--- config.mk ---
export PLATFORM = sky130hd
export DESIGN_NAME = key_capture
export DESIGN_NICKNAME = d
export VERILOG_FILES = /design/src/rtl/keypad_pkg.sv /design/src/rtl/debounce_counter.sv /design/src/rtl/key_capture.sv
export SDC_FILE = /design/constraint.sdc
export NUM_CORES = 1
export LEC_CHECK = 0
export ABC_CLOCK_PERIOD_IN_PS = 2700
export CAP_MARGIN = 10
export CORE_MARGIN = 3
export CORE_UTILIZATION = 56
export DETAILED_ROUTE_END_ITERATION = 8
export GPL_ROUTABILITY_DRIVEN = 1
export PLACE_DENSITY_LB_ADDON = 0.25
export SLEW_MARGIN = 20
export SYNTH_ARGS = -nofsm -noshare
export SYNTH_HDL_FRONTEND = slang
export SYNTH_SLANG_ARGS = --single-unit
--- constraint.sdc ---
create_clock -name clk -period 2.7 [get_ports clk]
set_input_delay 0.27 -clock clk [delete_from_list [all_inputs] [get_ports clk]]
set_output_delay 0.27 -clock clk [all_outputs]
set_load 0.005 [all_outputs]
--- src/rtl/keypad_pkg.sv ---
// Shared keypad definitions: key code width and the capture FSM state type.
// Also carries a small helper used to size counters at elaboration.
package keypad_pkg;

    localparam int KEY_W = 4;

    typedef enum logic [1:0] {
        IDLE,
        DEBOUNCE,
        HELD,
        RELEASE
    } capture_state_t;

    function automatic int max2(input int a, input int b);
        return (a > b) ? a : b;
    endfunction

endpackage

--- src/rtl/debounce_counter.sv ---
// Stability counter shared by the press and release intervals; done flags the
// terminal count of whichever interval sel_rel selects. clr has priority over inc.
module debounce_counter #(
    parameter int W      = 2,
    parameter int DEB_TC = 3,
    parameter int REL_TC = 2
) (
    input  logic clk,
    input  logic nrst,
    input  logic clr,
    input  logic inc,
    input  logic sel_rel,
    output logic done
);

    localparam logic [W-1:0] DEB_T = W'(DEB_TC);
    localparam logic [W-1:0] REL_T = W'(REL_TC);

    logic [W-1:0] cnt_q, cnt_d;

    // clr together with inc restarts the count at 1 (state entry counts the entry cycle).
    always_comb begin
        cnt_d = cnt_q;
        if (clr) begin
            cnt_d = inc ? W'(1) : '0;
        end else if (inc) begin
            cnt_d = cnt_q + W'(1);
        end
    end

    always_ff @(posedge clk) begin
        if (!nrst) begin
            cnt_q <= '0;
        end else begin
            cnt_q <= cnt_d;
        end
    end

    assign done = (cnt_q == (sel_rel ? REL_T : DEB_T));

endmodule

--- src/rtl/key_capture.sv ---
// Debounced key capture: accepts one digit per stable press, re-arms after a
// stable release, and keeps a newest/previous digit history for the display.
module key_capture
    import keypad_pkg::*;
#(
    parameter int DEBOUNCE_CYCLES = 50000,
    parameter int RELEASE_CYCLES  = 50000
) (
    input  logic             clk,
    input  logic             nrst,
    input  logic             key_valid,
    input  logic [KEY_W-1:0] key_code,
    output logic [KEY_W-1:0] digit_new,
    output logic [KEY_W-1:0] digit_old,
    output logic             key_strobe,
    output logic             busy
);

    localparam int CNT_W = $clog2(max2(DEBOUNCE_CYCLES, RELEASE_CYCLES));

    if (DEBOUNCE_CYCLES < 2 || RELEASE_CYCLES < 2) begin : g_param_chk
        $error("key_capture: DEBOUNCE_CYCLES and RELEASE_CYCLES must both be >= 2");
    end

    capture_state_t   state_q, state_d;
    logic [KEY_W-1:0] cand_q, cand_d;
    logic [KEY_W-1:0] new_q, new_d;
    logic [KEY_W-1:0] old_q, old_d;
    logic             strobe_q, strobe_d;
    logic             cnt_clr, cnt_inc, cnt_sel_rel, cnt_done;

    debounce_counter #(
        .W      (CNT_W),
        .DEB_TC (DEBOUNCE_CYCLES - 1),
        .REL_TC (RELEASE_CYCLES - 1)
    ) u_cnt (
        .clk     (clk),
        .nrst    (nrst),
        .clr     (cnt_clr),
        .inc     (cnt_inc),
        .sel_rel (cnt_sel_rel),
        .done    (cnt_done)
    );

    always_comb begin
        state_d     = state_q;
        cand_d      = cand_q;
        new_d       = new_q;
        old_d       = old_q;
        strobe_d    = 1'b0;
        cnt_clr     = 1'b0;
        cnt_inc     = 1'b0;
        cnt_sel_rel = (state_q == RELEASE);
        case (state_q)
            IDLE: begin
                if (key_valid) begin
                    cand_d  = key_code;
                    cnt_clr = 1'b1;
                    cnt_inc = 1'b1;
                    state_d = DEBOUNCE;
                end
            end
            DEBOUNCE: begin
                if (!key_valid || key_code != cand_q) begin
                    cnt_clr = 1'b1;
                    state_d = IDLE;
                end else if (cnt_done) begin
                    old_d    = new_q;
                    new_d    = cand_q;
                    strobe_d = 1'b1;
                    state_d  = HELD;
                end else begin
                    cnt_inc = 1'b1;
                end
            end
            HELD: begin
                // Any key activity while held is ignored until a release is seen.
                if (!key_valid) begin
                    cnt_clr = 1'b1;
                    cnt_inc = 1'b1;
                    state_d = RELEASE;
                end
            end
            RELEASE: begin
                if (key_valid) begin
                    cnt_clr = 1'b1;
                    state_d = HELD;
                end else if (cnt_done) begin
                    state_d = IDLE;
                end else begin
                    cnt_inc = 1'b1;
                end
            end
            default: state_d = IDLE;
        endcase
    end

    always_ff @(posedge clk) begin
        if (!nrst) begin
            state_q  <= IDLE;
            cand_q   <= '0;
            new_q    <= '0;
            old_q    <= '0;
            strobe_q <= 1'b0;
        end else begin
            state_q  <= state_d;
            cand_q   <= cand_d;
            new_q    <= new_d;
            old_q    <= old_d;
            strobe_q <= strobe_d;
        end
    end

    assign digit_new  = new_q;
    assign digit_old  = old_q;
    assign key_strobe = strobe_q;
    assign busy       = (state_q != IDLE);

endmodule
==> impl_results.md, run 1 <==
* Number of enable-type register cells in the synthesized netlist at 0
* Total Nets Final at ~210
* Detailed-placement wirelength estimate at about 2.5 mm
* Final Hold Fails at 0
* Largest buffer count on any clock path at 2
* Iteration-0 DRC count of the detailed router at between 40 and 50
* Static leakage at 0.703 nW
* PostCTS Resize Cnt at 0
* Number of fill cells at 223
* Ordered cell list for the critical path: inv_1, ha_1, nor3b_1, a211o_1, a21oi_2, nor3b_1, a211o_1, nand2_1
* First-pass GRT wire length at 6.15 mm
* Proportion of synthesized area in mux cells at 5.40%
* Area delta synth->final at 15.9%
* Reg-to-reg setup timing slack at between 0.3 and 0.4 ns
* Worst slew pin tran at 0.807 ns
* Unrepaired setup endpoints after global routing: no
* Count of pins over their slew limit at 0
* Design Power at 0.966 mW
* Power per Cell Area at between 400 and 500 mW/mm^2
* Synth Area per Inst at between 9 and 10 sq um
* Buf+Inv Stages, Crit Path at 1
* Adder-Cell Fraction of Synth Area at 4.50%
* Drt first pass iters at 4
* Area of placed instances at 0.00185 sq mm
* Number of clock sinks at 31
* Std-Cell Core Area at 0.00281 sq mm
* Synth Area in Compound Gates at 10.9%
* Floorplan die width at 60.6 um
* Multi-input logic area at ~990 sq um
* Post-Syn Area at 0.00167 sq mm
* Outcome: complete, no violations
* YS warnings at 0
* Critical Path RT at 2.99 ns
* Headroom to the max-slew limit at a little under half
* Total routed wirelength at 3.51 mm
* Most frequent standard cell in the layout excluding fill and tap cells: dfxtp_1
* Cts bufs inserted at 5
* Crit Path Max Fanout at 15
* Crit path setup slack, layout at 0.369 ns
* Critical path startpoint category: flip-flop
* Worst endpoint data arrival time at between 2 and 3 ns
* Post-route cell area at 0.00193 sq mm
* Clock Latency Late Sink at around 0.35 ns
* Leading cell types in the layout, fill and taps excluded: 31 x dfxtp_1, 16 x nand2_1, 16 x nor2_1, 16 x clkdlybuf4s50_1, 15 x xnor2_1
* Cell at the root of the clock tree: clkbuf_4
* Clock-pin slew reported for the worst setup and hold paths after clock tree synthesis at 0.11 ns
* Vertical die dimension at slightly above 60 um
* Final Skew at 0.0119 ns
* Synth async-reset ratio at 0%
* Total negative slack for setup checks at 0 ns
* Cell count after placement at approximately 230
* Critical Path Max Stage Delay at about 0.5 ns
* Routed Antenna Nets at 0
* Overall routing resource usage at 22.1%
* Placer congestion estimate at between 0.8 and 0.9
* Synthesis-stage register bit count at 31
* Full die area at 0.00367 sq mm
* Crit Path Category: flip-flop to flip-flop
* Per-cell via count in the routed design at slightly below 6
* Final number of setup-violating endpoints at 0
* Most common flop cell mapped by yosys: dfxtp_1
* Main combinational cell family by area after synthesis: simple AND/OR/NAND/NOR gates
* Maximum number of pins on one net before global-route repair at 18
* Fraction of the cycle the final worst path needs at 86.3%
* Worst min-delay path category: flip-flop to flip-flop
* Initial antenna violation count at 0
* Count of non-filler cells in the finished layout at 233
* Vias post-DR at 1,375
* Shortest clock period the worst path allows after layout at ~2.3 ns
* Critical path's top delay family: compound AO/OA/AOI/OAI gates
* Max rail drop VDD at around 0.38 mV
* Sum of overflow across all layers after global routing at 0
* Sequential fraction of the synthesis area at 37.2%
* Cell variety after synth at 41
* Synthesized netlist net count at 194
* Effective utilization at floorplan at between 50% and 60%
* Via count of the first global-routing pass at 1,366
* Xor-xnor portion of the synthesized cell area at ~7.9%
* Basic-gate share of the synthesized area counting and, or, nand and nor cells at 30.7%
* Capturing element type of the critical path: flip-flop
* Cell with the biggest individual delay on the critical path: a21oi_2
* Number of I/O pins at 17
* CTS tree: yes
* Inserted Diodes at 0
* Area occupied by registers at 621 sq um
* Proportion of layout cells with a drive suffix above 1 at about a tenth
* Max cap viols at 0
* Setup Buffers After CTS at 0
* Drt drc at 0
* Placement row count at 19
* Routed wirelength normalized by instance count at 15.1 um
* Mapped Cells at 181
* Worst slack after detailed placement at 0.226 ns
* Post-CTS Hold Buffers at 0
* H-tree depth reported by CTS at 2
* Highest attainable clock frequency at 429 MHz
* # port buffers at 16
-- synthesized netlist by cell type, types with 3 or more instances --
| library cell | instances | area (sq um) |
|---|---|---|
| a21oi_1 | 5 | 25.0 |
| ha_1 | 6 | 75.1 |
| xnor2_1 | 15 | 131 |
| a211o_1 | 3 | 26.3 |
| mux2i_1 | 9 | 90.1 |
| and3_1 | 4 | 25.0 |
| inv_1 | 6 | 22.5 |
| nor2b_1 | 10 | 62.6 |
| nand4b_1 | 3 | 26.3 |
| nor2_1 | 16 | 60.1 |
| a21boi_0 | 4 | 30.0 |
| nand2_1 | 16 | 60.1 |
| nand3_1 | 9 | 45.0 |
| nor4_1 | 8 | 50.1 |
| dfxtp_1 | 31 | 621 |
-- metrics by stage --
stage | hold slack [ns] | util [%]
2_1_floorplan | 0.416 | -
3_3_place_gp | 0.478 | 65.8
3_5_place_dp | 0.495 | 65.8
4_1_cts | 0.511 | 68.9
5_1_grt | 0.542 | 68.9
6_report | 0.510 | 68.9
-- state kept, by name, indices dropped and copies added (netlist names) --
| signal | cells |
|---|---|
| key_strobe | 1 |
| state_q | 2 |
| digit_old | 4 |
| cand_q | 4 |
| digit_new | 4 |
| u_cnt.cnt_q | 16 |
-- per-layer routing --
layer,global-route usage [%],vias up,wire [um]
met1,27.4,669,1600
met2,36.9,23,1750
li1,-,675,-
met5,0,-,0
met3,5.11,8,116
met4,8.98,0,44
-- final timing paths --
path	startpoint	endpoint	cells past startpoint
max reg2reg	state_q[0]	u_cnt.cnt_q[8]	8
min	state_q[1]	state_q[1]	2
min reg2reg	state_q[1]	state_q[1]	2
max	state_q[0]	u_cnt.cnt_q[8]	8
-- cell families (layout without fill, tap and decap cells) --
family,count (synthesis),in the layout
buffers and inverters,11,32
multiplexers,9,9
XOR/XNOR,15,15
flip-flops,31,31
adder cells (fa/ha/maj),6,6
AND/OR/NAND/NOR,87,87
AO/OA/AOI/OAI,22,22
-- final cells by class --
| class | instances | share of cell area, % |
|---|---|---|
| multi-input cells | 139 | 51.2 |
| flip-flops and latches | 31 | 32.1 |
| repair buffers | 18 | 9.06 |
| clock buffers | 6 | 2.65 |
| well taps | 31 | 2.01 |
| clock inverters | 2 | 1.81 |
| inverters | 6 | 1.17 |
-- worst reg2reg max path, delay by kind of cell, from the launching register on --
| family | cells | cell delay, ns |
|---|---|---|
| compound gates | 3 | 1.10 |
| fa+ha+maj | 1 | 0.26 |
| buf+inv | 1 | 0.11 |
| flops | 1 | 0.38 |
| simple gates | 3 | 0.43 |
-- report_power, final --
part	switching, mW	internal [mW]
logic	0.0626	0.0442
clock network	0.168	0.219
registers	0.00831	0.464
Note: power is estimated with default switching activity, not from simulation.
==> run 2: changes to the inputs <==
--- a/config.mk
+++ b/config.mk
@@ -6,7 +6,7 @@
 export NUM_CORES = 1
 export LEC_CHECK = 0
 export ABC_CLOCK_PERIOD_IN_PS = 2700
-export CAP_MARGIN = 10
+export CAP_MARGIN = 15
 export CORE_MARGIN = 3
 export CORE_UTILIZATION = 56
 export DETAILED_ROUTE_END_ITERATION = 8
==> results of run 2 <==
Final layout, timing and power as in run 1 (identical DEF).
==> run 3: changes to the inputs <==
--- a/config.mk
+++ b/config.mk
@@ -12,6 +12,7 @@
 export DETAILED_ROUTE_END_ITERATION = 8
 export GPL_ROUTABILITY_DRIVEN = 1
 export PLACE_DENSITY_LB_ADDON = 0.25
+export SKIP_LAST_GASP = 1
 export SLEW_MARGIN = 20
 export SYNTH_ARGS = -nofsm -noshare
 export SYNTH_HDL_FRONTEND = slang
==> results of run 3 <==
Final layout, timing and power as in run 1 (identical DEF).
